===== src/rtl/vuvxu_b8_lane_rblen_seq_if.sv =====
// rtl/vuvxu_b8_lane_rblen_seq_if.sv - issue handshake bundle for the lane rblen sequencer
interface vuvxu_b8_lane_rblen_seq_if #(
    parameter int NPORT   = 8,
    parameter int SZ_VLEN = 8
);
    logic               issue_val;
    logic               issue_rdy;
    logic [NPORT-1:0]   issue_mask;
    logic [2:0]         issue_bank;
    logic [3:0]         issue_bcnt;
    logic [SZ_VLEN-1:0] issue_vlen;

    modport master (
        output issue_val, issue_mask, issue_bank, issue_bcnt, issue_vlen,
        input  issue_rdy
    );

    modport slave (
        input  issue_val, issue_mask, issue_bank, issue_bcnt, issue_vlen,
        output issue_rdy
    );
endinterface


===== src/rtl/vuvxu_b8_lane_rblen_seq.sv =====
// rtl/vuvxu_b8_lane_rblen_seq.sv - per-lane bank sequencer driving crossbar read-port enables
module vuvxu_b8_lane_rblen_seq #(
    parameter int NBANK   = 8,
    parameter int NPORT   = 8,
    parameter int SZ_VLEN = 8
) (
    input  logic                         clk,
    input  logic                         reset_n,
    vuvxu_b8_lane_rblen_seq_if.slave     issue,
    input  logic                         stall,
    output logic [NPORT-1:0]             rblen [0:NBANK-1],
    output logic                         busy,
    output logic                         done
);

    typedef enum logic {IDLE, RUN} state_t;

    state_t             state, state_nxt;
    logic [SZ_VLEN-1:0] cnt, cnt_nxt;
    logic [2:0]         cur, cur_nxt;
    logic [3:0]         bcnt, bcnt_nxt;
    logic [NPORT-1:0]   mask, mask_nxt;
    logic               nop_done, nop_done_nxt;
    logic [NPORT-1:0]   rblen_nxt [0:NBANK-1];
    logic               last, fire, en_nxt, hold;
    logic [3:0]         eff_bcnt;
    logic [3:0]         cur_inc;

    // The last element is consumed this cycle, so a new op may load without a bubble
    assign last            = (state == RUN) && (cnt == SZ_VLEN'(1)) && !stall;
    assign issue.issue_rdy = (state == IDLE) || last;
    assign fire            = issue.issue_val && issue.issue_rdy;
    assign busy            = (state == RUN);
    assign done            = last || nop_done;

    // Next-state: load on fire, hold on stall, otherwise step to the next bank or retire
    always_comb begin
        state_nxt    = state;
        cnt_nxt      = cnt;
        cur_nxt      = cur;
        bcnt_nxt     = bcnt;
        mask_nxt     = mask;
        nop_done_nxt = 1'b0;
        en_nxt       = 1'b0;
        hold         = 1'b0;
        eff_bcnt     = (issue.issue_bcnt == 4'd0 || issue.issue_bcnt > 4'd8) ? 4'd8 : issue.issue_bcnt;
        cur_inc      = {1'b0, cur} + 4'd1;
        if (fire) begin
            if (issue.issue_vlen != '0) begin
                state_nxt = RUN;
                cnt_nxt   = issue.issue_vlen;
                cur_nxt   = ({1'b0, issue.issue_bank} < eff_bcnt) ? issue.issue_bank : 3'd0;
                bcnt_nxt  = eff_bcnt;
                mask_nxt  = issue.issue_mask;
                en_nxt    = 1'b1;
            end else begin
                state_nxt    = IDLE;
                cnt_nxt      = '0;
                cur_nxt      = 3'd0;
                nop_done_nxt = 1'b1;
            end
        end else if (state == RUN) begin
            if (stall) begin
                hold = 1'b1;
            end else if (cnt > SZ_VLEN'(1)) begin
                cnt_nxt = cnt - SZ_VLEN'(1);
                // Wrap at the op's active bank count rather than the physical bank count
                cur_nxt = (cur_inc >= bcnt) ? 3'd0 : cur_inc[2:0];
                en_nxt  = 1'b1;
            end else begin
                state_nxt = IDLE;
                cnt_nxt   = '0;
                cur_nxt   = 3'd0;
            end
        end
        for (int b = 0; b < NBANK; b++) begin
            if (hold) begin
                rblen_nxt[b] = rblen[b];
            end else begin
                rblen_nxt[b] = (en_nxt && (3'(b) == cur_nxt)) ? mask_nxt : '0;
            end
        end
    end

    // State register; reset wins over any fire in the same cycle
    always_ff @(posedge clk) begin
        if (!reset_n) begin
            state    <= IDLE;
            cnt      <= '0;
            cur      <= 3'd0;
            bcnt     <= 4'd8;
            mask     <= '0;
            nop_done <= 1'b0;
            for (int b = 0; b < NBANK; b++) begin
                rblen[b] <= '0;
            end
        end else begin
            state    <= state_nxt;
            cnt      <= cnt_nxt;
            cur      <= cur_nxt;
            bcnt     <= bcnt_nxt;
            mask     <= mask_nxt;
            nop_done <= nop_done_nxt;
            for (int b = 0; b < NBANK; b++) begin
                rblen[b] <= rblen_nxt[b];
            end
        end
    end

endmodule


===== src/flat_wrapper.sv =====
// flat-port wrapper written by rule: the top's interface ports become plain ports
module vuvxu_b8_lane_rblen_seq_flat 
#(
    parameter int NBANK   = 8,
    parameter int NPORT   = 8,
    parameter int SZ_VLEN = 8
)
  (clk, reset_n, stall, rblen, busy, done, issue_issue_val, issue_issue_mask, issue_issue_bank, issue_issue_bcnt, issue_issue_vlen, issue_issue_rdy);
  vuvxu_b8_lane_rblen_seq_if #(.NPORT(NPORT), .SZ_VLEN(SZ_VLEN)) issue_i ();
  input  logic clk;
  input  logic reset_n;
  input  logic stall;
  output logic [NPORT-1:0] rblen[0:NBANK-1];
  output logic busy;
  output logic done;
  input wire logic [$bits(issue_i.issue_val)-1:0] issue_issue_val;
  input wire logic [$bits(issue_i.issue_mask)-1:0] issue_issue_mask;
  input wire logic [$bits(issue_i.issue_bank)-1:0] issue_issue_bank;
  input wire logic [$bits(issue_i.issue_bcnt)-1:0] issue_issue_bcnt;
  input wire logic [$bits(issue_i.issue_vlen)-1:0] issue_issue_vlen;
  output wire logic [$bits(issue_i.issue_rdy)-1:0] issue_issue_rdy;
  assign issue_i.issue_val = issue_issue_val;
  assign issue_i.issue_mask = issue_issue_mask;
  assign issue_i.issue_bank = issue_issue_bank;
  assign issue_i.issue_bcnt = issue_issue_bcnt;
  assign issue_i.issue_vlen = issue_issue_vlen;
  assign issue_issue_rdy = issue_i.issue_rdy;
  vuvxu_b8_lane_rblen_seq #(.NBANK(NBANK), .NPORT(NPORT), .SZ_VLEN(SZ_VLEN)) u_core (.clk(clk), .reset_n(reset_n), .issue(issue_i), .stall(stall), .rblen(rblen), .busy(busy), .done(done));
endmodule

===== config.mk =====
export PLATFORM = sky130hd
export DESIGN_NAME = vuvxu_b8_lane_rblen_seq_flat
export DESIGN_NICKNAME = d
export VERILOG_FILES = /design/src/rtl/vuvxu_b8_lane_rblen_seq_if.sv /design/src/rtl/vuvxu_b8_lane_rblen_seq.sv /design/src/flat_wrapper.sv
export SDC_FILE = /design/constraint.sdc
export NUM_CORES = 1
export LEC_CHECK = 0
export CORE_UTILIZATION = 52
export DETAILED_ROUTE_END_ITERATION = 8
export PLACE_DENSITY_LB_ADDON = 0.3
export SLEW_MARGIN = 20
export SYNTH_ARGS = -nofsm -noshare
export SYNTH_HDL_FRONTEND = slang
export SYNTH_SLANG_ARGS = --single-unit

===== constraint.sdc =====
create_clock -name clk -period 6.3 [get_ports clk]
set_input_delay 1.89 -clock clk [delete_from_list [all_inputs] [get_ports clk]]
set_output_delay 1.89 -clock clk [all_outputs]
set_load 0.01 [all_outputs]

-- Word level (Yosys, flattened, before mapping)
Index checks and enable logic that the tools add are counted.
- register bits: 89
- input port bits: 27
- output and inout bits: 67
- logic and storage cells: 87
- add/sub/neg operators: 2
- order comparisons: 4
- eq/ne operators: 9
- multiplexer cells: 35
- bitwise operators: 1
- reduce and logical (&&, ||, !) cells: 22
- operators by type and width (operator ; number):
    $mux W8 ; 15
    $mux W3 ; 7
    $eq A3 B3 Y1 const A ; 4
    $mux W1 ; 12
    $logic_and A1 B1 Y1 ; 11
    $eq A8 B1 Y1 const B ; 1
    $gt A8 B1 Y1 const B ; 1
    $reduce_bool A8 Y1 ; 1
    $sub A8 B1 Y8 const B ; 1
    $eq A2 B3 Y1 const A ; 2
    $reduce_and A2 Y1 ; 3
    $add A3 B1 Y4 const B ; 1
    $ge A4 B4 Y1 ; 1
    $gt A4 B4 Y1 const B ; 1
    $logic_not A4 Y1 ; 1
    $lt A3 B4 Y1 ; 1
    $mux W4 ; 1
    $eq A1 B3 Y1 const A ; 1
    $logic_not A3 Y1 ; 1
    $logic_or A1 B1 Y1 ; 3
    $ne A2 B1 Y1 const B ; 1
    $reduce_bool A2 Y1 ; 1
    $logic_not A1 Y1 ; 1
    $not A1 Y1 ; 1

-- Logic depth before layout (Yosys ltp)
Gate-level depths: netlist of run 1.
- depth in word-level cells: 10
- gate-level depth with buffers: 11
- gate-level depth less buffers: 9

-- Worst setup path before layout of run 1
OpenSTA, ideal clock, no wires.
- path type: input to output
- start: in stall
- end: out issue_issue_rdy
- data arrival time: 2345 ps
- required time: 4410 ps
- slack: 2065 ps
- cell stages on the path: 2
- path buffers: 0
- path through: o31a_4 > clkinv_4
- longest elaborated chain between the ends: 3
- RTL lines (what ; line ; text):
    start, declared ; flat_wrapper.sv:12 ; input logic stall;
    $logic_not A1 Y1 ; vuvxu_b8_lane_rblen_seq.sv:30 ; assign last = (state == RUN) && (cnt == SZ_VLEN'(1)) && !stall;
    $logic_and A1 B1 Y1 ; vuvxu_b8_lane_rblen_seq.sv:30 ;
    $logic_or A1 B1 Y1 ; vuvxu_b8_lane_rblen_seq.sv:31 ; assign issue.issue_rdy = (state == IDLE) || last;
    end, declared ; flat_wrapper.sv:21 ; output wire logic [$bits(issue_i.issue_rdy)-1:0] issue_issue_rdy;
No other way between the ends.

-- Worst setup path in the final report of run 1
Same ends and word-level chain as after synthesis.

==> results.json, run 1 <==
{
  "antenna_found_initial": 0,
  "cts_hold_buf": 0,
  "final_common_cell": "clkdlybuf4s50_1",
  "period_share": 0.849,
  "synth_fp_nets": 393,
  "wl_met3_um": 595,
  "cts_resized": 0,
  "status": "complete, no violations",
  "cp.arrival_ns": 3.46,
  "synth_warnings": 0,
  "final_net_count": 476,
  "layout_common_cells": "93 x clkdlybuf4s50_1, 89 x dfxtp_1, 64 x a22o_1",
  "dieWidth_um": 86.1,
  "highest_layer": "met4",
  "io_pins": 94,
  "tritoncts": "done",
  "yosys.area.top_type_share": 0.485,
  "multi_input_area_um2": 1740,
  "gp_congestion": 0.870,
  "hold-worst-slack_ns": 0.482,
  "hold_viol_final": 0,
  "drc": 0,
  "cts_htree_levels": 3,
  "clk_root_buffer_cell": "clkbuf_8",
  "crit_path_end_kind": "primary output",
  "placementRows": 30,
  "critPathMostFrequentCell": "clkdlybuf4s50_1",
  "drt_pass1_iterations": 4,
  "clk_pin_slew_ns": 0.09,
  "synth-seq-cells": 89,
  "min_path_cells": 1,
  "core_area_um2": 6790,
  "tightest_slew_ns": 0.830,
  "powerDensity_nw_per_um2": 252,
  "wl_per_cell_um": 16.6,
  "overflow": 0,
  "cp_slowest_stage_delay_ns": 0.53,
  "via_per_inst": 5.88,
  "yosysUniqueCellTypes": 54,
  "layout_setup_ws_ns": 0.953,
  "met2_length_um": 4070,
  "final_max_slew_viol_count": 0,
  "post_cts.repair.setup_buffers": 0,
  "synth_ff_type": "dfxtp_1",
  "netlist_area_um2": 3680,
  "final.min_clock_period_ns": 5.35,
  "synth_edf_count": 0,
  "cts_buffers": 9,
  "n_antenna_cell": 0,
  "grt_pass1_wl_um": 14900,
  "reg2reg_depth": 9,
  "ant_nets": 0,
  "ys_top_cells_by_area": "dfxtp_1 48%, a22o_1 15%, nor2_1 3.5%",
  "vias": 3179,
  "rsz0062_at_grt": "false",
  "max_freq_mhz": 187,
  "avgSynthCellArea_um2": 10.3,
  "critPathMaxFanout": 7,
  "relSlewSlack": 0.446,
  "async_flop_share": 0,
  "grt_max_degree": 65,
  "grt_pass1_vias": 2945,
  "drt_iter0_drc": 246,
  "path_cells": "clkdlybuf4s50_1 > o31a_4 > clkinv_4 > clkdlybuf4s50_1",
  "crit_path_top_delay_cell": "clkdlybuf4s50_1",
  "finClkSkew_ns": 0.0106,
  "critPathKind": "primary input to primary output",
  "worstPathRequired_ns": 4.41,
  "pre_cts_slack_ns": 0.952,
  "clockBufferDepth": 2,
  "die-area_um2": 7410,
  "clk-insertion-delay-late_ns": 0.37,
  "drt_wl_total_um": 8990,
  "holdCritPathClass": "flop to flop",
  "power_leakage_nw": 1.83,
  "ir_drop_v": 0.000143,
  "m1WireLength_um": 4140,
  "io_buffers": 93,
  "yosys.area.top_type": "dfxtp_1",
  "drv_cap": 0,
  "gr-usage-all-layers": 0.260,
  "dp_hpwl_um": 6230,
  "clock_sinks": 89,
  "ys_seq_area_frac": 0.485,
  "final.setup.tns_ns": 0,
  "syn_inst": 357,
  "setup_viol": 0,
  "cp-start-kind": "primary input",
  "die_h_um": 86.1,
  "fillers": 536,
  "seqCellArea_um2": 1780,
  "start_util": 0.541,
  "drive_gt1_frac": 0.0854,
  "syn_to_final_growth_pct": 30.6
}
## worst max-delay path: cells and delay by family
family	cells	cell delay, ns
buffers and inverters	3	1.12
AO/OA/AOI/OAI	1	0.45
## cells by family after synthesis
family	after synthesis	synth area share
muxes	9	0.0245
buffers and inverters	31	0.0436
DFF	89	0.485
adders and majority gates	9	0.0306
AOI/OAI and AO/OA	122	0.277
xor gates and xnor gates	2	0.00477
and+or+nand+nor	95	0.134
## flip-flops by register name, summed over array words and instances (netlist names)
name	cells
u_core.rblen	64
u_core.cnt	8
u_core.mask	8
u_core.bcnt	4
u_core.cur	3
u_core.busy	1
u_core.nop_done	1
## per-stage QoR
step / util / instance area (um^2) / cells / power [mW]
2_1_floorplan: - / 3680 / 357 / 0.771
6_report: 0.706 / 4800 / 541 / 1.21
3_3_place_gp: 0.679 / 4610 / 525 / 0.831
3_5_place_dp: 0.679 / 4610 / 525 / 0.839
4_1_cts: 0.706 / 4800 / 541 / 1.21
5_1_grt: 0.706 / 4800 / 541 / 1.26
## per-layer routing
| layer | GRT usage | up-vias |
|---|---|---|
| met1 | 0.350 | 1534 |
| met3 | 0.0635 | 16 |
| met2 | 0.398 | 113 |
| met4 | 0.109 | 0 |
| met5 | 0 | - |
| li1 | - | 1516 |
## Yosys cell counts (all sizes together), types with 2 or more instances
cell type  count
mux2i          9
ha             9
nor2b          3
or4            2
nor3           7
and3           2
nand2         14
buf           12
nor2          45
a21oi         10
a32oi         10
dfxtp         89
or3            5
o311ai         2
clkbuf         9
o21ai         11
a211oi         4
a22o          64
o31ai          4
and2           5
o31a           2
nand2b         7
o41ai          2
o211ai         2
inv            9
a32o           2
## final timing paths
check | start | end | slack, ns
setup / recovery | stall | issue_issue_rdy | 0.95
hold / removal | u_core.rblen[28] | u_core.rblen[28] | 0.48
setup reg to reg | u_core.cnt[1] | u_core.rblen[23] | 3.13
hold reg to reg | u_core.rblen[28] | u_core.rblen[28] | 0.48
## layout make-up
cell class                 instances  share of cell area
clock buffer                       9              0.0258
clock inverter                     7              0.0128
inverter                          10             0.00886
multi-input combinational        237               0.362
sequential                        89               0.371
tap                               96              0.0250
timing repair buffer              93               0.194
## power breakdown
group          total, mW  switching (mW)  internal [mW]
registers          0.604          0.0198          0.584
logic              0.224           0.133         0.0911
clock network      0.379           0.227          0.152
Note: power is estimated with default switching activity, not from simulation.
==> run 2, diff against run 1 <==
--- a/config.mk
+++ b/config.mk
@@ -5,7 +5,7 @@
 export SDC_FILE = /design/constraint.sdc
 export NUM_CORES = 1
 export LEC_CHECK = 0
-export CORE_UTILIZATION = 52
+export CORE_UTILIZATION = 49
 export DETAILED_ROUTE_END_ITERATION = 8
 export PLACE_DENSITY_LB_ADDON = 0.3
 export SLEW_MARGIN = 20
==> constraint.sdc (replaced) <==
create_clock -name clk -period 5.1 [get_ports clk]
set_input_delay 1.53 -clock clk [delete_from_list [all_inputs] [get_ports clk]]
set_output_delay 1.53 -clock clk [all_outputs]
set_load 0.01 [all_outputs]
==> run 2 against run 1 <==
Clock skew rose by 0.0029 ns. Final cell count rose by 1.3%. Critical path depth did not move. Combinational power rose by 26%.
==> results.json, run 2 (synthesized netlist as in run 1, its figures left out) <==
{
  "start_util": 0.507,
  "core_area_um2": 7250,
  "rsz0062_at_grt": "false",
  "clk_pin_slew_ns": 0.09,
  "cts_hold_buf": 0,
  "worstPathRequired_ns": 3.57,
  "placementRows": 31,
  "max_freq_mhz": 217,
  "grt_pass1_wl_um": 14600,
  "status": "complete, no violations",
  "die_h_um": 88.6,
  "ir_drop_v": 0.000147,
  "final_common_cell": "clkdlybuf4s50_1",
  "setup_viol": 0,
  "ant_nets": 0,
  "clk_root_buffer_cell": "clkbuf_8",
  "syn_to_final_growth_pct": 31.3,
  "fin_area_um2": 4830,
  "vias": 3165,
  "drc": 0,
  "die-area_um2": 7850,
  "relSlewSlack": 0.507,
  "drv_cap": 0,
  "gp_congestion": 0.843,
  "via_per_inst": 5.78,
  "tritoncts": "done",
  "largest_reg_flops": 64,
  "drt_iter0_drc": 166,
  "drive_gt1_frac": 0.0913,
  "reg_top3": "u_core.rblen (64), u_core.cnt (8), u_core.mask (8)",
  "rrSetupSlack_ns": 2.12,
  "io_pins": 94,
  "finClkSkew_ns": 0.0136,
  "antenna_found_initial": 0,
  "io_buffers": 93,
  "seqCellArea_um2": 1780,
  "dp_hpwl_um": 6470,
  "tightest_slew_ns": 0.738,
  "n_antenna_cell": 0,
  "cts_buffers": 9,
  "hold_viol_final": 0,
  "fillers": 618,
  "clk-insertion-delay-late_ns": 0.36,
  "gr-usage-all-layers": 0.244,
  "cp.arrival_ns": 3.09,
  "clock_sinks": 89,
  "power_leakage_nw": 1.84,
  "crit_path_end_kind": "primary output",
  "largest-register": "u_core.rblen",
  "wl_per_cell_um": 16.6,
  "grt_pass1_vias": 2970,
  "drt_pass1_iterations": 4,
  "final.min_clock_period_ns": 4.62,
  "layout_common_cells": "93 x clkdlybuf4s50_1, 89 x dfxtp_1, 64 x a22o_1",
  "cts_htree_levels": 3,
  "final_max_slew_viol_count": 0,
  "place_area_um2": 4640,
  "hold-worst-slack_ns": 0.486,
  "powerDensity_nw_per_um2": 305,
  "critPathMaxFanout": 7,
  "clockBufferDepth": 2,
  "critPathKind": "primary input to primary output",
  "final_net_count": 480,
  "post_cts.repair.setup_buffers": 0,
  "holdCritPathClass": "flop to flop",
  "drt_wl_total_um": 9090,
  "grt_max_degree": 65,
  "period_share": 0.905,
  "final.setup.tns_ns": 0,
  "multi_input_area_um2": 1740,
  "dieWidth_um": 88.6,
  "cts_resized": 0,
  "cp-start-kind": "primary input",
  "overflow": 0
}
## run 2: changes by cell type in the layout (fill, tap and decap cells not counted), sizes merged
cell | previous run | this run
buf | 0 | 4
inv | 14 | 11
clkbuf | 9 | 10
clkinvlp | 1 | 3
## run 2: area by class of cell
type,instances,share of cell area
Clock buffer,10,0.0264
Tap cell,99,0.0257
Multi-Input combinational cell,237,0.360
Clock inverter,6,0.0106
Inverter,10,0.00881
Sequential cell,89,0.369
Timing Repair Buffer,97,0.199
## run 2: final timing paths
| kind | startpoint | to | cells after the start |
|---|---|---|---|
| worst max-delay path | stall | issue_issue_rdy | 4 |
| worst min register to register | u_core.rblen[20] | u_core.rblen[20] | 1 |
| worst min-delay path | u_core.rblen[20] | u_core.rblen[20] | 1 |
| worst max register to register | u_core.cnt[1] | u_core.rblen[32] | 9 |
## run 2: critical path: stages
cell             delay (ns)
clkdlybuf4s50_1        0.51
o31a_4                 0.44
clkinv_4               0.08
clkdlybuf4s50_1        0.53
## run 2: report_power, final
part | total [mW] | internal [mW] | switching, mW
registers | 0.746 | 0.721 | 0.0245
logic | 0.282 | 0.118 | 0.164
clock network | 0.445 | 0.183 | 0.262
total | 1.47 | 1.02 | 0.451
## run 2: routing by layer
metal  share of wire  global-route usage
met1            0.44               0.332
met2            0.49               0.387
met3           0.059              0.0522
met4           0.011              0.0806
met5               0                   0
## run 2: per-stage QoR
step | power [mW] | setup slack [ns] | instances | utilization
6_report | 1.47 | 0.482 | 548 | 0.666
5_1_grt | 1.54 | 0.437 | 548 | 0.666
4_1_cts | 1.48 | 0.482 | 548 | 0.665
3_5_place_dp | 1.04 | 0.477 | 532 | 0.640
3_3_place_gp | 1.03 | 0.503 | 532 | 0.640
2_1_floorplan | 0.952 | 1.58 | 357 | -
